<file path="config.mk">
export PLATFORM = sky130hd
export DESIGN_NAME = note_player_flat
export DESIGN_NICKNAME = d
export VERILOG_FILES = /design/src/rtl/note_player_if.sv /design/src/rtl/note_player.sv /design/src/flat_wrapper.sv
export SDC_FILE = /design/constraint.sdc
export NUM_CORES = 1
export LEC_CHECK = 0
export BUFFER_PORTS_ARGS = -buffer_cell sky130_fd_sc_hd__buf_2
export CORE_MARGIN = 5
export CORE_UTILIZATION = 53
export DETAILED_ROUTE_END_ITERATION = 8
export GPL_TIMING_DRIVEN = 0
export PLACE_DENSITY = 0.76
export REMOVE_ABC_BUFFERS = 1
export SLEW_MARGIN = 20
export SYNTH_ARGS = -nofsm -noshare
export SYNTH_HDL_FRONTEND = slang
export SYNTH_SLANG_ARGS = --single-unit
</file>
<file path="constraint.sdc">
create_clock -name clk -period 4.05 [get_ports clk]
set_input_delay 0.2025 -clock clk [delete_from_list [all_inputs] [get_ports clk]]
set_output_delay 0.2025 -clock clk [all_outputs]
set_load 0.02 [all_outputs]
</file>
<file path="src/rtl/note_player_if.sv">
// ---------------------------------------------------------------------------
// note_player_if
// Bundles the note player's control, note RAM, and codec sample signals.
//   slave  : the note player itself
//   master : whatever drives it (top-level FSM, tempo divider, RAM, codec)
// Signals:
//   start, stop, beat  1-cycle control pulses into the player
//   last_addr          final note RAM address to play (inclusive)
//   mem_addr / mem_q   note RAM read address / read data (2-edge latency)
//   audio_ready        codec sample request
//   sample             signed audio sample
//   sample_write       1-cycle strobe marking sample valid
//   cur_note           note word currently being played
//   playing, done      status (busy, end-of-program pulse)
// ---------------------------------------------------------------------------
interface note_player_if #(
    parameter int ADDR_W   = 6,
    parameter int SAMPLE_W = 16
);
    logic                start;
    logic                stop;
    logic                beat;
    logic [ADDR_W-1:0]   last_addr;
    logic [ADDR_W-1:0]   mem_addr;
    logic [31:0]         mem_q;
    logic                audio_ready;
    logic [SAMPLE_W-1:0] sample;
    logic                sample_write;
    logic [31:0]         cur_note;
    logic                playing;
    logic                done;

    modport slave (
        input  start, stop, beat, last_addr, mem_q, audio_ready,
        output mem_addr, sample, sample_write, cur_note, playing, done
    );

    modport master (
        output start, stop, beat, last_addr, mem_q, audio_ready,
        input  mem_addr, sample, sample_write, cur_note, playing, done
    );
endinterface

</file>
<file path="src/rtl/note_player.sv">
// ---------------------------------------------------------------------------
// note_player
// Walks the note RAM one slot per tempo beat, decodes each string/fret word to
// a semitone, and generates a square-wave sample stream for the audio codec.
// Ports:
//   clk     in  system clock (50 MHz)
//   resetn  in  synchronous active-low reset
//   bus     note_player_if.slave: start/stop/beat/last_addr in, note RAM
//           address out / data in, codec audio_ready in, sample and
//           sample_write out, cur_note/playing/done status out
// ---------------------------------------------------------------------------
module note_player #(
    parameter int          ADDR_W   = 6,
    parameter int          SAMPLE_W = 16,
    parameter logic [15:0] AMPL     = 16'd8000
) (
    input  logic          clk,
    input  logic          resetn,
    note_player_if.slave  bus
);
    typedef enum logic [2:0] {
        S_IDLE,
        S_FETCH1,
        S_FETCH2,
        S_LATCH,
        S_PLAY,
        S_DONE
    } state_t;

    localparam logic [SAMPLE_W-1:0] AMPL_POS = SAMPLE_W'(AMPL);
    localparam logic [SAMPLE_W-1:0] AMPL_NEG = {SAMPLE_W{1'b0}} - AMPL_POS;

    // Open-string semitone offsets from E2: E2 A2 D3 G3 B3 E4
    localparam int STRING_BASE [6] = '{0, 5, 10, 15, 19, 24};

    // Half period in clk cycles for each semitone above E2 (82.4069 Hz, 50 MHz clk)
    function automatic logic [18:0] half_period_of(input logic [4:0] n);
        case (n)
            5'd0:    return 19'd303373;
            5'd1:    return 19'd286346;
            5'd2:    return 19'd270274;
            5'd3:    return 19'd255105;
            5'd4:    return 19'd240787;
            5'd5:    return 19'd227273;
            5'd6:    return 19'd214517;
            5'd7:    return 19'd202477;
            5'd8:    return 19'd191113;
            5'd9:    return 19'd180386;
            5'd10:   return 19'd170262;
            5'd11:   return 19'd160706;
            5'd12:   return 19'd151686;
            5'd13:   return 19'd143173;
            5'd14:   return 19'd135137;
            5'd15:   return 19'd127552;
            5'd16:   return 19'd120394;
            5'd17:   return 19'd113636;
            5'd18:   return 19'd107258;
            5'd19:   return 19'd101238;
            5'd20:   return 19'd95556;
            5'd21:   return 19'd90193;
            5'd22:   return 19'd85131;
            5'd23:   return 19'd80353;
            5'd24:   return 19'd75843;
            5'd25:   return 19'd71586;
            5'd26:   return 19'd67569;
            5'd27:   return 19'd63776;
            default: return 19'd60197;   // n=28; 29..31 cannot be produced
        endcase
    endfunction

    state_t              r_state;
    state_t              w_state_next;
    logic [ADDR_W-1:0]   r_mem_addr;
    logic [31:0]         r_cur_note;
    logic                r_rest;
    logic [18:0]         r_half;
    logic [18:0]         r_phase;
    logic                r_pol;        // 0 = positive half, 1 = negative half
    logic [SAMPLE_W-1:0] r_sample;
    logic                r_sample_write;

    logic [4:0]          w_bit_semi [30];
    logic [4:0]          w_semi;
    logic                w_playing;
    logic                w_done;
    logic                w_abort;
    logic [SAMPLE_W-1:0] w_level;
    logic                w_unused_bits;

    // Bits 31:30 of the note word carry no string/fret information
    assign w_unused_bits = ^bus.mem_q[31:30];

    // Semitone represented by each note-word bit: string k%6, fret k/6
    for (genvar gi = 0; gi < 30; gi++) begin : g_bit_semi
        assign w_bit_semi[gi] = 5'(STRING_BASE[gi % 6] + gi / 6);
    end

    // Lowest set bit wins when several strings are pressed
    always_comb begin
        w_semi = '0;
        for (int k = 29; k >= 0; k--) begin
            if (bus.mem_q[k]) begin
                w_semi = w_bit_semi[k];
            end
        end
    end

    // Next state, status and audio level
    always_comb begin
        w_state_next = r_state;
        w_playing    = (r_state != S_IDLE);
        w_done       = (r_state == S_DONE);
        w_abort      = (r_state != S_IDLE) && bus.stop;
        w_level      = '0;
        case (r_state)
            S_IDLE:   if (bus.start) w_state_next = S_FETCH1;
            S_FETCH1: w_state_next = S_FETCH2;
            S_FETCH2: w_state_next = S_LATCH;
            S_LATCH:  w_state_next = S_PLAY;
            S_PLAY: begin
                if (!r_rest) w_level = r_pol ? AMPL_NEG : AMPL_POS;
                if (bus.beat) begin
                    w_state_next = (r_mem_addr == bus.last_addr) ? S_DONE : S_FETCH1;
                end
            end
            S_DONE:   w_state_next = S_IDLE;
            default:  w_state_next = S_IDLE;
        endcase
        // stop overrides everything, including a coincident beat
        if (w_abort) w_state_next = S_IDLE;
    end

    always_ff @(posedge clk) begin
        if (!resetn) begin
            r_state <= S_IDLE;
        end else begin
            r_state <= w_state_next;
        end
    end

    always_ff @(posedge clk) begin
        if (!resetn) begin
            r_mem_addr     <= '0;
            r_cur_note     <= '0;
            r_rest         <= 1'b1;
            r_half         <= '0;
            r_phase        <= '0;
            r_pol          <= 1'b0;
            r_sample       <= '0;
            r_sample_write <= 1'b0;
        end else begin
            // Codec handshake: one write per request, one cycle later
            r_sample_write <= bus.audio_ready && w_playing;
            if (bus.audio_ready && w_playing) r_sample <= w_level;

            if (r_state == S_PLAY && w_state_next == S_FETCH1) begin
                r_mem_addr <= r_mem_addr + ADDR_W'(1);
            end else if (w_state_next == S_IDLE || (r_state == S_IDLE && bus.start)) begin
                r_mem_addr <= '0;
            end

            if (r_state == S_LATCH) begin
                r_cur_note <= bus.mem_q;
                r_rest     <= ~|bus.mem_q[29:0];
                r_half     <= half_period_of(w_semi);
                r_phase    <= '0;
                r_pol      <= 1'b0;
            end else if (r_state == S_PLAY && !r_rest) begin
                if (r_phase == r_half - 19'd1) begin
                    r_phase <= '0;
                    r_pol   <= ~r_pol;
                end else begin
                    r_phase <= r_phase + 19'd1;
                end
            end

            if (w_abort) r_sample <= '0;
        end
    end

    assign bus.mem_addr     = r_mem_addr;
    assign bus.cur_note     = r_cur_note;
    assign bus.sample       = r_sample;
    assign bus.sample_write = r_sample_write;
    assign bus.playing      = w_playing;
    assign bus.done         = w_done;
endmodule

</file>
<file path="src/flat_wrapper.sv">
// flat-port wrapper written by rule: the top's interface ports become plain ports
module note_player_flat 
#(
    parameter int          ADDR_W   = 6,
    parameter int          SAMPLE_W = 16,
    parameter logic [15:0] AMPL     = 16'd8000
)
  (clk, resetn, bus_start, bus_stop, bus_beat, bus_last_addr, bus_mem_q, bus_audio_ready, bus_mem_addr, bus_sample, bus_sample_write, bus_cur_note, bus_playing, bus_done);
  note_player_if #(.ADDR_W(ADDR_W), .SAMPLE_W(SAMPLE_W)) bus_i ();
  input  logic clk;
  input  logic resetn;
  input wire logic [$bits(bus_i.start)-1:0] bus_start;
  input wire logic [$bits(bus_i.stop)-1:0] bus_stop;
  input wire logic [$bits(bus_i.beat)-1:0] bus_beat;
  input wire logic [$bits(bus_i.last_addr)-1:0] bus_last_addr;
  input wire logic [$bits(bus_i.mem_q)-1:0] bus_mem_q;
  input wire logic [$bits(bus_i.audio_ready)-1:0] bus_audio_ready;
  output wire logic [$bits(bus_i.mem_addr)-1:0] bus_mem_addr;
  output wire logic [$bits(bus_i.sample)-1:0] bus_sample;
  output wire logic [$bits(bus_i.sample_write)-1:0] bus_sample_write;
  output wire logic [$bits(bus_i.cur_note)-1:0] bus_cur_note;
  output wire logic [$bits(bus_i.playing)-1:0] bus_playing;
  output wire logic [$bits(bus_i.done)-1:0] bus_done;
  assign bus_i.start = bus_start;
  assign bus_i.stop = bus_stop;
  assign bus_i.beat = bus_beat;
  assign bus_i.last_addr = bus_last_addr;
  assign bus_i.mem_q = bus_mem_q;
  assign bus_i.audio_ready = bus_audio_ready;
  assign bus_mem_addr = bus_i.mem_addr;
  assign bus_sample = bus_i.sample;
  assign bus_sample_write = bus_i.sample_write;
  assign bus_cur_note = bus_i.cur_note;
  assign bus_playing = bus_i.playing;
  assign bus_done = bus_i.done;
  note_player #(.ADDR_W(ADDR_W), .SAMPLE_W(SAMPLE_W), .AMPL(AMPL)) u_core (.clk(clk), .resetn(resetn), .bus(bus_i));
endmodule
</file>
* Word-level counts from Yosys, hierarchy flattened *
Memories as Yosys holds them, arrays and structs flattened. A register that Yosys moved wholly into a read port is not among the register bits.
Index checks and enable logic that the tools add are counted.
W data, S select, Z words.

word-level totals
  bits in read-only memories = 608
  output and inout port bits = 57
  flip-flop bits (word level) = 79
  bits of input ports = 44
  word-level logic and storage cells = 80
  memories = 1

operators by class
  bitwise gates (word level) = 2
  multiplexer cells = 41
  equal/unequal tests = 8
  $add $sub $neg = 3
  reductions and logical operators = 17

memories
  name             words  width  read ports  clocked after Yosys merged registers in  wr ports  line               text
  (no name shown)  32     19     1           1                                        0         note_player.sv:38  case (n)

operator list
  kind                     number
  $mux W5                  30
  $mux W16                 3
  $reduce_or A30 Y1        1
  $add A19 B1 Y19 const B  1
  $eq A19 B19 Y1           1
  $mux W19                 1
  $sub A19 B1 Y19 const B  1
  $pmux W3 S5              1
  $mux W3                  4
  $mux W6                  2
  $add A6 B1 Y6 const B    1
  $eq A3 B1 Y1 const B     2
  $eq A3 B2 Y1 const B     2
  $eq A3 B3 Y1 const B     2
  $eq A6 B6 Y1             1
  $logic_not A3 Y1         2
  $logic_and A1 B1 Y1      5
  $reduce_or A2 Y1         2
  $logic_not A1 Y1         3
  $reduce_bool A3 Y1       1
  $not A1 Y1               2
  $reduce_and A2 Y1        1
  $reduce_bool A2 Y1       1
  $logic_or A1 B1 Y1       1

* Longest topological paths before layout *
Gate-level depths: netlist (run 1).

  word-level depth = 30
  depth in mapped cells = 12
  mapped depth without buffers = 11

* Worst setup path after synthesis (run 1) *
OpenSTA, ideal clock, no wires.

  kind = input to register
  start point = in bus_mem_q[14]
  end point = reg u_core.r_half[9]
  required time = 3.926 ns
  setup slack = 1.138 ns
  setup time = 0.124 ns
  stages on the path = 11
  arrival time = 2.788 ns
  buffers on the path = 2
  cell sequence = clkbuf_1 -> nor3_1 -> o31ai_1 -> a221o_1 -> a21oi_1 -> inv_1 -> ha_1 -> clkbuf_1 -> nor2_1 -> nor4_1 -> a2111o_1

between the ends
  cells in the longest elaborated chain, start to end = 15

RTL lines
  what                   line                text
  from (decl)            flat_wrapper.sv:16  input wire logic [$bits(bus_i.mem_q)-1:0] bus_mem_q;
  $mux W5 (15 in a row)  note_player.sv:102  if (bus.mem_q[k]) begin
  to (decl)              note_player.sv:76   logic [18:0] r_half;

No other way between the ends.
A chain may end at the register's enable or synchronous reset.

* Final worst setup path (run 1) *
  start point = in bus_mem_q[27]
  end point = reg u_core.r_half[13]

between the ends
  cells in the longest elaborated chain, start to end = 28

RTL lines
  what                   line
  $mux W5 (28 in a row)  note_player.sv:102

No other way between the ends.

==> results of run 1 <==
==> per-stage QoR <==
step | hold slack [ns] | area (sq um) | setup TNS, ns | worst slack (ns)
floorplan | 0.301 | 5460 | 0 | 1.07
CTS | 0.0449 | 6350 | 0 | 0.730
finish | 0.0631 | 6350 | 0 | 0.620
global route | 0.0651 | 6350 | 0 | 0.233
global placement | 0.441 | 6110 | -0.0377 | -0.0377
detailed placement | 0.447 | 6160 | 0 | 0.362
==> power groups by stage <==
stage | logic (mW) | registers, mW | clock network [mW]
floorplan | 0.159 | 0.870 | 0
global placement | 0.255 | 0.867 | 0
detailed placement | 0.262 | 0.868 | 0
CTS | 0.264 | 0.848 | 0.610
global route | 0.294 | 0.849 | 0.647
finish | 0.269 | 0.848 | 0.594
==> flip-flops by register name, summed over array words and instances (netlist names) <==
register and count:
u_core.r_state 3, u_core.r_half 19, u_core.bus.cur_note 32, u_core.r_phase 19, u_core.bus.mem_addr 6, u_core.bus.sample_write 1, u_core.r_rest 1, u_core.r_pol 1
u_core.bus.sample 3
==> critical path: stages <==
cell and delay, ns:
buf_2 0.15, nor3_1 0.07, or3_1 0.34, a221o_1 0.39
a21oi_1 0.72, inv_1 0.23, ha_1 0.51, inv_1 0.28
nor2_1 0.13, a2111oi_0 0.54, a221o_1 0.17
==> final cells by class <==
| cell class | count | area share, % |
|---|---|---|
| Tap cell | 140 | 2.76 |
| Sequential cell | 85 | 26.8 |
| Inverter | 19 | 1.12 |
| Multi-Input combinational cell | 584 | 58.4 |
| Timing Repair Buffer | 96 | 7.90 |
| Clock inverter | 3 | 0.729 |
| Clock buffer | 12 | 2.29 |
==> cell families after synthesis <==
group	Yosys count
AO/OA/AOI/OAI	188
XOR/XNOR	46
AND/OR/NAND/NOR	323
multiplexers	10
buffers and inverters	74
flip-flops	85
other	1
adder cells (fa/ha/maj)	11
==> placed cells by master (no fill, tap or decap), types with 8 or more instances in the layout <==
master | netlist | final
inv_1 | 19 | 19
mux2i_1 | 8 | 8
o21ai_0 | 23 | 22
ha_1 | 11 | 11
xor2_1 | 18 | 18
o211ai_1 | 18 | 18
a21boi_0 | 16 | 16
dfxtp_1 | 85 | 85
nand2b_1 | 8 | 8
clkbuf_8 | 0 | 10
xnor2_1 | 28 | 28
nor2_1 | 47 | 46
a21oi_1 | 46 | 46
nand3_1 | 24 | 24
nor3_1 | 35 | 35
a31oi_1 | 9 | 9
buf_2 | 7 | 94
nor3_2 | 11 | 11
nor4_1 | 12 | 12
nand2_1 | 113 | 113
nand4_1 | 8 | 8
==> worst max-delay path by stage <==
stage,cells past startpoint,slack (ns),start,end
5_1_grt,11,0.23,bus_mem_q[14],u_core.r_half[7]$_SDFFE_PN0N_
3_5_place_dp,11,0.36,bus_mem_q[27],u_core.r_half[9]$_SDFFE_PN0N_
3_3_place_gp,7,-0.04,u_core.r_state[1]$_SDFF_PN0_,u_core.r_half[10]$_SDFFE_PN0N_
2_1_floorplan,7,1.07,bus_mem_q[19],u_core.r_half[8]$_SDFFE_PN0N_
4_1_cts,8,0.73,u_core.r_half[0]$_SDFFE_PN0N_,u_core.r_phase[6]$_SDFFE_PP0P_
6_report,11,0.62,bus_mem_q[27],u_core.r_half[13]$_SDFFE_PN0N_
==> routing by layer <==
layer  track usage (%)  up-vias  wire (um)
met5                 0        -          0
met4              9.90        0        428
met3              6.84       45       1110
met2              42.5      250       7900
met1              29.7     2720       6630
li1                  -     2798          -
==> run_results.csv, run 1 <==
group,metric,value,unit
placement,dpl.hpwl,11800,um
yosys,synthTopCellsByArea,"dfxtp_1, nand2_1, xnor2_1",
power_and_ir_drop,p_clk_share,34.7,%
worst_setup_path,reg2reg_from,"u_core.r_half[5]$_SDFFE_PN0N_",
cts,path_clk_slew,0.08,ns
detailed_routing,firstDrtPassIters,6,
die,dieArea,13000,sq um
timing,rsz0062_at_grt,"no",
die,io_pins,101,
yosys,synth-xor-area-share,7.04,%
cts,tritoncts,"built",
yosys,synth_compound_area_share,22.9,%
die,start_util,53.5,%
timing,slew_viol_final,0,
cells_and_area,diodes,0,
cells_and_area,fin_cells,939,
cts,cts-root-buf,"clkbuf_8",
cells_and_area,post-route-util,59.3,%
yosys,synth-async-reset-ratio,0,%
cells_and_area,fin_nets,850,
worst_setup_path,critPathMaxFanout,11,
timing,setup_viol,0,
yosys,ys_seq_area_share,29.7,%
yosys,syn_inst,738,
yosys,synthTopCellsByCount,"nand2_1, dfxtp_1, nor2_1",
global_route,grt_pass1_vias,5603,
yosys,synth.ff_latch_count,85,
yosys,synth-simple-area-share,30.0,%
yosys,synth_top_area_cell,"dfxtp_1",
global_route,antenna_found_initial,0,
cts,cts_setup_buffers,0,
yosys,ys_warn_count,0,
detailed_routing,vias,5813,
global_route,grt_pass1_wl,26600,um
yosys,ys_types,79,
die,coreArea,10700,sq um
timing,fmax,0.292,GHz
cells_and_area,final-seq-area,1700,sq um
min_path,worstHoldPathType,"in -> reg",
worst_setup_path,cp.required,4.36,ns
worst_setup_path,cp-end-kind,"flop",
power_and_ir_drop,p_sw,0.478,mW
power_and_ir_drop,peakVddDrop,0.000297,V
timing,maxSlewHeadroom,34.1,%
global_route,grt_max_degree,43,
die,core.rowCount,38,
yosys,synth_fa_ha_area_share,2.40,%
yosys,synth_top_family_by_area,"simple AND/OR/NAND/NOR gates",
worst_setup_path,start_kind,"input pin",
worst_setup_path,worstReg2RegEnd,"u_core.r_phase[7]$_SDFFE_PP0P_",
flow_run,maxCapViolCount,0,
placement,place_inst,924,
power_and_ir_drop,power.leakage,2.47,nW
cts,cts.sinks,85,
placement,port_buffers,94,
detailed_routing,ant_nets,0,
yosys,synth_edf_count,0,
worst_setup_path,worst-setup-path-type,"in -> reg",
cts,cts_buffer_depth,2,
global_route,grt-ovfl-total,0,
yosys,post-synth-top-count-cell,"nand2_1",
min_path,hold_path_startpoint,"bus_mem_q[31]",
cts,cts_made_buffers,9,
cts,ctsHoldBuffers,0,
detailed_routing,drc,0,
cts,clk_latency,0.37,ns
cells_and_area,layout-drive-gt1-share,17.4,%
power_and_ir_drop,p_seq_share,49.6,%
global_route,grt.total_usage,24.9,%
detailed_routing,dr.first_iter.drc_count,413,
min_path,worst_hold_path.endpoint,"u_core.bus.cur_note[31]$_SDFFE_PN0N_",
timing,period_minus_slack,3.43,ns
power_and_ir_drop,power.density,269,nW/um^2
detailed_routing,drt-total-wl,16100,um
power_and_ir_drop,p_int,1.23,mW
timing,tightest_slew,0.982,ns
yosys,synthMuxAreaShare,1.79,%
worst_setup_path,r2r_cells,7,
detailed_routing,vias_per_cell,6.19,
run_status,status,"finished clean",
worst_setup_path,worst_ep_arrival_time,3.74,ns
yosys,synth_top_area_share,29.7,%
detailed_routing,post_drt_wl_per_cell,17.1,um
cts,ctsResizeCount,0,
power_and_ir_drop,finalPower,1.71,mW
timing,fin_skew,0.00451,ns
power_and_ir_drop,p_sw_share,28.0,%
die,die_x,114,um
yosys,synth_ff_type,"dfxtp_1",
cts,h-tree-depth,3,
power_and_ir_drop,combPwrFrac,15.7,%
die,die_h,114,um
yosys,syn_area,5720,sq um
cells_and_area,syn_to_final_growth,10.9,%
cells_and_area,nFillCells,977,
worst_setup_path,rrSetupSlack,0.71,ns
min_path,worstHoldPathCells,3,
yosys,syn_area_per_cell,7.75,sq um
timing,final_hold_viol_count,0,
cells_and_area,multi_input_area,3710,sq um
timing,fin_crit_sh,84.7,%
placement,gp_congestion,0.945,
Power figures use the tool's default switching activity.
==> run 2, diff against run 1 <==
--- a/config.mk
+++ b/config.mk
@@ -5,12 +5,13 @@
 export SDC_FILE = /design/constraint.sdc
 export NUM_CORES = 1
 export LEC_CHECK = 0
+export ABC_AREA = 1
 export BUFFER_PORTS_ARGS = -buffer_cell sky130_fd_sc_hd__buf_2
 export CORE_MARGIN = 5
-export CORE_UTILIZATION = 53
+export CORE_UTILIZATION = 51
 export DETAILED_ROUTE_END_ITERATION = 8
 export GPL_TIMING_DRIVEN = 0
-export PLACE_DENSITY = 0.76
+export PLACE_DENSITY = 0.77
 export REMOVE_ABC_BUFFERS = 1
 export SLEW_MARGIN = 20
 export SYNTH_ARGS = -nofsm -noshare
==> constraint.sdc (replaced) <==
create_clock -name clk -period 3.1 [get_ports clk]
set_input_delay 0.155 -clock clk [delete_from_list [all_inputs] [get_ports clk]]
set_output_delay 0.155 -clock clk [all_outputs]
set_load 0.02 [all_outputs]
==> run 2 against run 1 <==
Register-to-register slack got worse by 0.55 ns; combinational power rose by 30%; synthesized cell count rose by 5.7%; global-route usage fell by 3.7 points; wire length fell by 16%; clock skew rose by 0.0099 ns; sequential cell count did not move; design area fell by 3.6%; setup slack got worse by 0.46 ns; via count fell by 11%; die area fell by 4.6%; highest routed layer unchanged.
==> run_results.csv, run 2 <==
group,metric,value,unit
cells_and_area,final_cell_mix,"nand2_1, buf_2, dfxtp_1",
cts,cts_buffer_depth,2,
yosys,synth_edf_count,0,
flow_run,maxCapViolCount,0,
power_and_ir_drop,peakVddDrop,0.000282,V
timing,maxSlewHeadroom,49.9,%
min_path,hold_path_startpoint,"bus_audio_ready",
worst_setup_path,worst_ep_arrival_time,3.19,ns
timing,setup_viol,0,
timing,period_minus_slack,2.94,ns
detailed_routing,post_drt_wl_per_cell,13.3,um
timing,fin_crit_sh,94.8,%
placement,dpl.hpwl,10000,um
yosys,synthTopCellsByArea,"dfxtp_1, nand2_1, o21ai_0",
yosys,syn_area,5230,sq um
die,die_x,111,um
cts,h-tree-depth,3,
power_and_ir_drop,finalPower,2.40,mW
die,die_h,111,um
cells_and_area,layout-drive-gt1-share,19.8,%
yosys,synth-simple-area-share,36.0,%
yosys,synthMuxAreaShare,0,%
global_route,grt_pass1_wl,22300,um
worst_setup_path,worst-setup-path-type,"reg -> reg",
global_route,antenna_found_initial,0,
power_and_ir_drop,power.density,392,nW/um^2
cells_and_area,final_common_cell,"nand2_1",
yosys,ys_types,49,
worst_setup_path,cp-end-kind,"flop",
die,coreArea,10200,sq um
min_path,worstHoldPathCells,3,
cts,cts_made_buffers,9,
detailed_routing,vias,5202,
yosys,synth_top_area_share,32.5,%
global_route,grt_max_degree,34,
yosys,syn_area_per_cell,6.71,sq um
worst_setup_path,r2r_cells,18,
worst_setup_path,start_kind,"flop",
yosys,synth_top_family_by_area,"simple AND/OR/NAND/NOR gates",
placement,gp_congestion,0.937,
cts,cts.sinks,85,
die,core.rowCount,37,
cells_and_area,largest_register_ffs,32,
global_route,grt_pass1_vias,4820,
worst_setup_path,worstReg2RegEnd,"u_core.r_pol$_SDFFE_PP0P_",
cells_and_area,fin_nets,925,
min_path,worst_hold_path.endpoint,"u_core.bus.sample[14]$_SDFFE_PP0P_",
yosys,synth-async-reset-ratio,0,%
worst_setup_path,rrSetupSlack,0.16,ns
timing,fin_skew,0.0144,ns
detailed_routing,ant_nets,0,
die,start_util,51.4,%
min_path,worstHoldPathType,"in -> reg",
power_and_ir_drop,power.leakage,3.02,nW
yosys,ys_warn_count,0,
cts,cts-root-buf,"clkbuf_8",
detailed_routing,firstDrtPassIters,5,
die,io_pins,101,
detailed_routing,drt-total-wl,13400,um
cells_and_area,nFillCells,978,
detailed_routing,drc,0,
detailed_routing,vias_per_cell,5.16,
worst_setup_path,cp.required,3.35,ns
timing,final_hold_viol_count,0,
cells_and_area,diodes,0,
yosys,synth_compound_area_share,13.4,%
die,dieArea,12400,sq um
global_route,grt.total_usage,21.2,%
global_route,grt-ovfl-total,0,
placement,port_buffers,94,
yosys,synth.ff_latch_count,85,
cts,tritoncts,"built",
yosys,synth_fa_ha_area_share,2.63,%
timing,slew_viol_final,0,
yosys,synth_ff_type,"dfxtp_1",
yosys,syn_inst,780,
cells_and_area,final_cell_area,6120,sq um
worst_setup_path,critPathMaxFanout,4,
run_status,status,"finished clean",
timing,tightest_slew,0.749,ns
worst_setup_path,reg2reg_from,"u_core.r_half[0]$_SDFFE_PN0N_",
detailed_routing,dr.first_iter.drc_count,518,
timing,rsz0062_at_grt,"yes",
cells_and_area,syn_to_final_growth,17.0,%
yosys,ys_seq_area_share,32.5,%
cts,path_clk_slew,0.09,ns
placement,placed_area,5740,sq um
cts,clk_latency,0.36,ns
yosys,synth_top_area_cell,"dfxtp_1",
timing,fmax,0.340,GHz
yosys,synth-xor-area-share,5.69,%
yosys,post-synth-top-count-cell,"nand2_1",
yosys,synthTopCellsByCount,"nand2_1, dfxtp_1, inv_1",
run 2: logic make-up (layout without fill, tap and decap cells):
logic type	Yosys count	in the layout
other	1	6
and+or+nand+nor	404	405
DFF	85	85
adders and majority gates	11	11
buffers and inverters	118	205
xor gates and xnor gates	34	34
AOI/OAI and AO/OA	127	127
run 2: how the worst max path moves through the flow:
| stage | depth (start not counted) | endpoint | from |
|---|---|---|---|
| after global placement | 7 | u_core.r_phase[14]$_SDFFE_PP0P_ | resetn |
| after CTS | 19 | u_core.r_phase[14]$_SDFFE_PP0P_ | u_core.r_half[0]$_SDFFE_PN0N_ |
| after global routing | 19 | u_core.r_pol$_SDFFE_PP0P_ | u_core.r_half[1]$_SDFFE_PN0N_ |
| after detailed placement | 6 | u_core.bus.cur_note[11]$_SDFFE_PN0N_ | u_core.r_state[0]$_SDFF_PN0_ |
| after floorplan | 18 | u_core.r_phase[14]$_SDFFE_PP0P_ | u_core.r_half[0]$_SDFFE_PN0N_ |
| final | 18 | u_core.r_pol$_SDFFE_PP0P_ | u_core.r_half[0]$_SDFFE_PN0N_ |
run 2: layout make-up:
class                   instances  area (sq um)  share of cell area [%]
clock buffers                  10           138                    2.25
clock inverters                 4          97.6                    1.59
inverters                      87           327                    5.34
multi-input cells             583          3110                    50.8
flip-flops and latches         85          1700                    27.8
well taps                     136           170                    2.78
repair buffers                104           576                    9.41
run 2: metrics by stage:
step | setup WS, ns | hold slack (ns) | utilization (%) | setup TNS, ns | std cells
after floorplan | 0.581 | 0.253 | - | 0 | 754
after global placement | -0.974 | 0.365 | 56.0 | -31.66 | 984
after detailed placement | -0.0882 | 0.378 | 56.3 | -0.877 | 985
after CTS | 0.120 | 0.0586 | 58.8 | 0 | 1001
after global routing | -0.0450 | 0.0814 | 60.1 | -0.0450 | 1009
final | 0.161 | 0.0751 | 60.1 | 0 | 1009
run 2: critical path: stages, from the launching register on:
cell and delay, ns:
dfxtp_1 0.33, inv_2 0.08, ha_2 0.19, inv_1 0.07, nor3_4 0.21, nand2_2 0.11
nor3_4 0.17, nand2_2 0.12, nor3_1 0.16, nand3_1 0.11, xor2_1 0.19, nor2_1 0.06
nor2_1 0.09, o2111ai_1 0.11, nor2_1 0.30, nand3_4 0.18, buf_4 0.18, xor2_1 0.12
nor2_1 0.06
run 2: report_power, final:
group / internal, mW / switching (mW)
clock network: 0.549 / 0.396
logic: 0.120 / 0.229
registers: 1.10 / 0.00761
run 2: timing repair:
action                                  4_1_cts  5_1_grt
gates cloned                                  0        1
hold buffers                                  2        0
setup buffers                                 0        7
resized for setup                             1        9
pin swaps                                     0        5
endpoints found under the setup margin       29       37
endpoints found under the hold margin         2        0
run 2: layer usage:
metal / GRT usage, % / part of all wire [%]
met3: 3.28 / 5.4
met2: 35.2 / 47
met1: 28.5 / 45
met4: 6.33 / 1.8
met5: 0 / 0
==> run 3, diff against run 2 <==
--- a/config.mk
+++ b/config.mk
@@ -5,7 +5,6 @@
 export SDC_FILE = /design/constraint.sdc
 export NUM_CORES = 1
 export LEC_CHECK = 0
-export ABC_AREA = 1
 export BUFFER_PORTS_ARGS = -buffer_cell sky130_fd_sc_hd__buf_2
 export CORE_MARGIN = 5
 export CORE_UTILIZATION = 51
==> run 3 against run 2 <==
Non-clock buffer count decreased by 5; setup slack better by 0.031 ns; critical endpoint is now u_core.r_phase[2]$_SDFFE_PP0P_; clock power is 11% higher; highest routed layer unchanged; design area increased by 6.4%; clock-buffer cell count shrank 1; die area is 8.5% higher; critical path depth is 11 lower; critical path type unchanged.
==> run_results.csv, run 3 (same netlist as run 1, synthesis figures left out) <==
group,metric,value,unit
cells_and_area,nFillCells,1029,
global_route,grt-ovfl-total,0,
cells_and_area,final-seq-area,1700,sq um
worst_setup_path,cp_common_cell,"nor3_1",
die,io_pins,101,
timing,fmax,0.344,GHz
die,coreArea,10900,sq um
min_path,hold_path_startpoint,"bus_mem_q[31]",
detailed_routing,vias,5832,
cts,clk_latency,0.35,ns
flow_run,maxCapViolCount,0,
worst_setup_path,worst_ep_arrival_time,3.12,ns
power_and_ir_drop,peakVddDrop,0.000280,V
timing,holdWs,0.0332,ns
cells_and_area,final_cell_area,6510,sq um
cells_and_area,layout-drive-gt1-share,18.3,%
die,die_h,116,um
run_status,status,"finished clean",
worst_setup_path,cp-end-kind,"flop",
timing,setup_viol,0,
cells_and_area,multi_input_area,3740,sq um
cts,cts_made_buffers,9,
die,start_util,52.3,%
worst_setup_path,start_kind,"flop",
global_route,grt_pass1_vias,5663,
cts,cts-root-buf,"clkbuf_16",
cells_and_area,final_cell_mix,"nand2_1, buf_2, dfxtp_1",
power_and_ir_drop,finalPower,2.52,mW
cts,tritoncts,"built",
timing,fin_skew,0.00656,ns
placement,gp_congestion,0.976,
detailed_routing,post_drt_wl_per_cell,17.7,um
placement,dpl.hpwl,12100,um
die,dieArea,13400,sq um
worst_setup_path,worst-setup-path-type,"reg -> reg",
detailed_routing,drc,0,
detailed_routing,drt-total-wl,16700,um
cts,cts_buffer_depth,2,
worst_setup_path,cp_cell_sequence,"nor3_1 > nand2_1 > o31a_1 > nor4_1 > nor4b_1 > and4bb_4 > nor3_1",
cells_and_area,diodes,0,
timing,maxSlewHeadroom,22.9,%
placement,post-place-ws,-0.433,ns
worst_setup_path,crit_slowest_cell,"nor3_1",
placement,placed_area,6180,sq um
detailed_routing,firstDrtPassIters,5,
timing,fin_crit_sh,93.8,%
worst_setup_path,path_buf_inv,0,
timing,rsz0062_at_grt,"no",
worst_setup_path,max_stage_delay,0.57,ns
timing,final_hold_viol_count,0,
cts,h-tree-depth,3,
min_path,worstHoldPathType,"in -> reg",
worst_setup_path,crit_family,"simple AND/OR/NAND/NOR gates",
placement,port_buffers,94,
die,core.rowCount,38,
cts,path_clk_slew,0.07,ns
global_route,grt_pass1_wl,27700,um
detailed_routing,vias_per_cell,6.18,
cts,cts.sinks,85,
timing,tightest_slew,1.15,ns
detailed_routing,dr.first_iter.drc_count,452,
power_and_ir_drop,power.density,387,nW/um^2
timing,slew_viol_final,0,
timing,period_minus_slack,2.91,ns
cells_and_area,post-route-util,59.5,%
worst_setup_path,critPathMaxFanout,18,
cells_and_area,syn_to_final_growth,13.7,%
global_route,grt.total_usage,25.5,%
timing,timing.final.ws_setup,0.191,ns
cells_and_area,largest_register_ffs,32,
power_and_ir_drop,power.leakage,2.55,nW
cells_and_area,final_common_cell,"nand2_1",
worst_setup_path,critPathLaunch,"u_core.r_half[11]$_SDFFE_PN0N_",
worst_setup_path,reg2reg_from,"u_core.r_half[11]$_SDFFE_PN0N_",
worst_setup_path,cp.required,3.31,ns
detailed_routing,ant_nets,0,
cells_and_area,fin_nets,853,
global_route,grt_max_degree,43,
die,die_x,116,um
global_route,antenna_found_initial,0,
run 3: layer usage:
metal,track usage (%),vias up,routed length [um]
li1,-,2800,-
met1,34.1,2784,7550
met2,40.2,212,7560
met3,5.27,36,1180
met4,10.5,0,402
met5,0,-,0
run 3: where the power goes:
part / switching, mW / total (mW) / internal [mW]
Combinational: 0.236 / 0.361 / 0.125
Clock: 0.495 / 1.05 / 0.556
Sequential: 0.0103 / 1.11 / 1.10
run 3: repair_timing:
action | in CTS | in global routing
endpoints found under the setup margin | 22 | 20
gates resized for setup | 2 | 4
hold buffers | 0 | 0
pin swaps | 0 | 1
setup buffers | 0 | 2
gates cloned | 0 | 0
run 3: path summary, 6_finish.rpt:
path                                                              to  slack, ns  depth (start not counted)
worst max-delay path                  u_core.r_phase[2]$_SDFFE_PP0P_       0.19                          7
worst min-delay path            u_core.bus.cur_note[31]$_SDFFE_PN0N_       0.03                          3
worst max register to register        u_core.r_phase[2]$_SDFFE_PP0P_       0.19                          7
worst min register to register   u_core.bus.cur_note[2]$_SDFFE_PN0N_       0.45                          2
run 3: worst register-to-register path, cell delays in order (launching register included):
cell      delay, ns
dfxtp_1        0.40
nor3_1         0.57
nand2_1        0.17
o31a_1         0.32
nor4_1         0.44
nor4b_1        0.29
and4bb_4       0.48
nor3_1         0.10
run 3: area by class of cell:
type                       instances  share of cell area (%)
clock inverter                     7                   0.865
tap                              140                    2.69
sequential                        85                    26.1
inverter                          19                    1.10
timing repair buffer              99                    8.29
clock buffer                       9                    3.46
multi-input combinational        584                    57.5
run 3: through the flow:
step / instances / TNS [ns]
finish: 943 / 0
global route: 943 / 0
CTS: 941 / 0
detailed placement: 925 / -5.33
global placement: 922 / -18.36
floorplan: 688 / 0
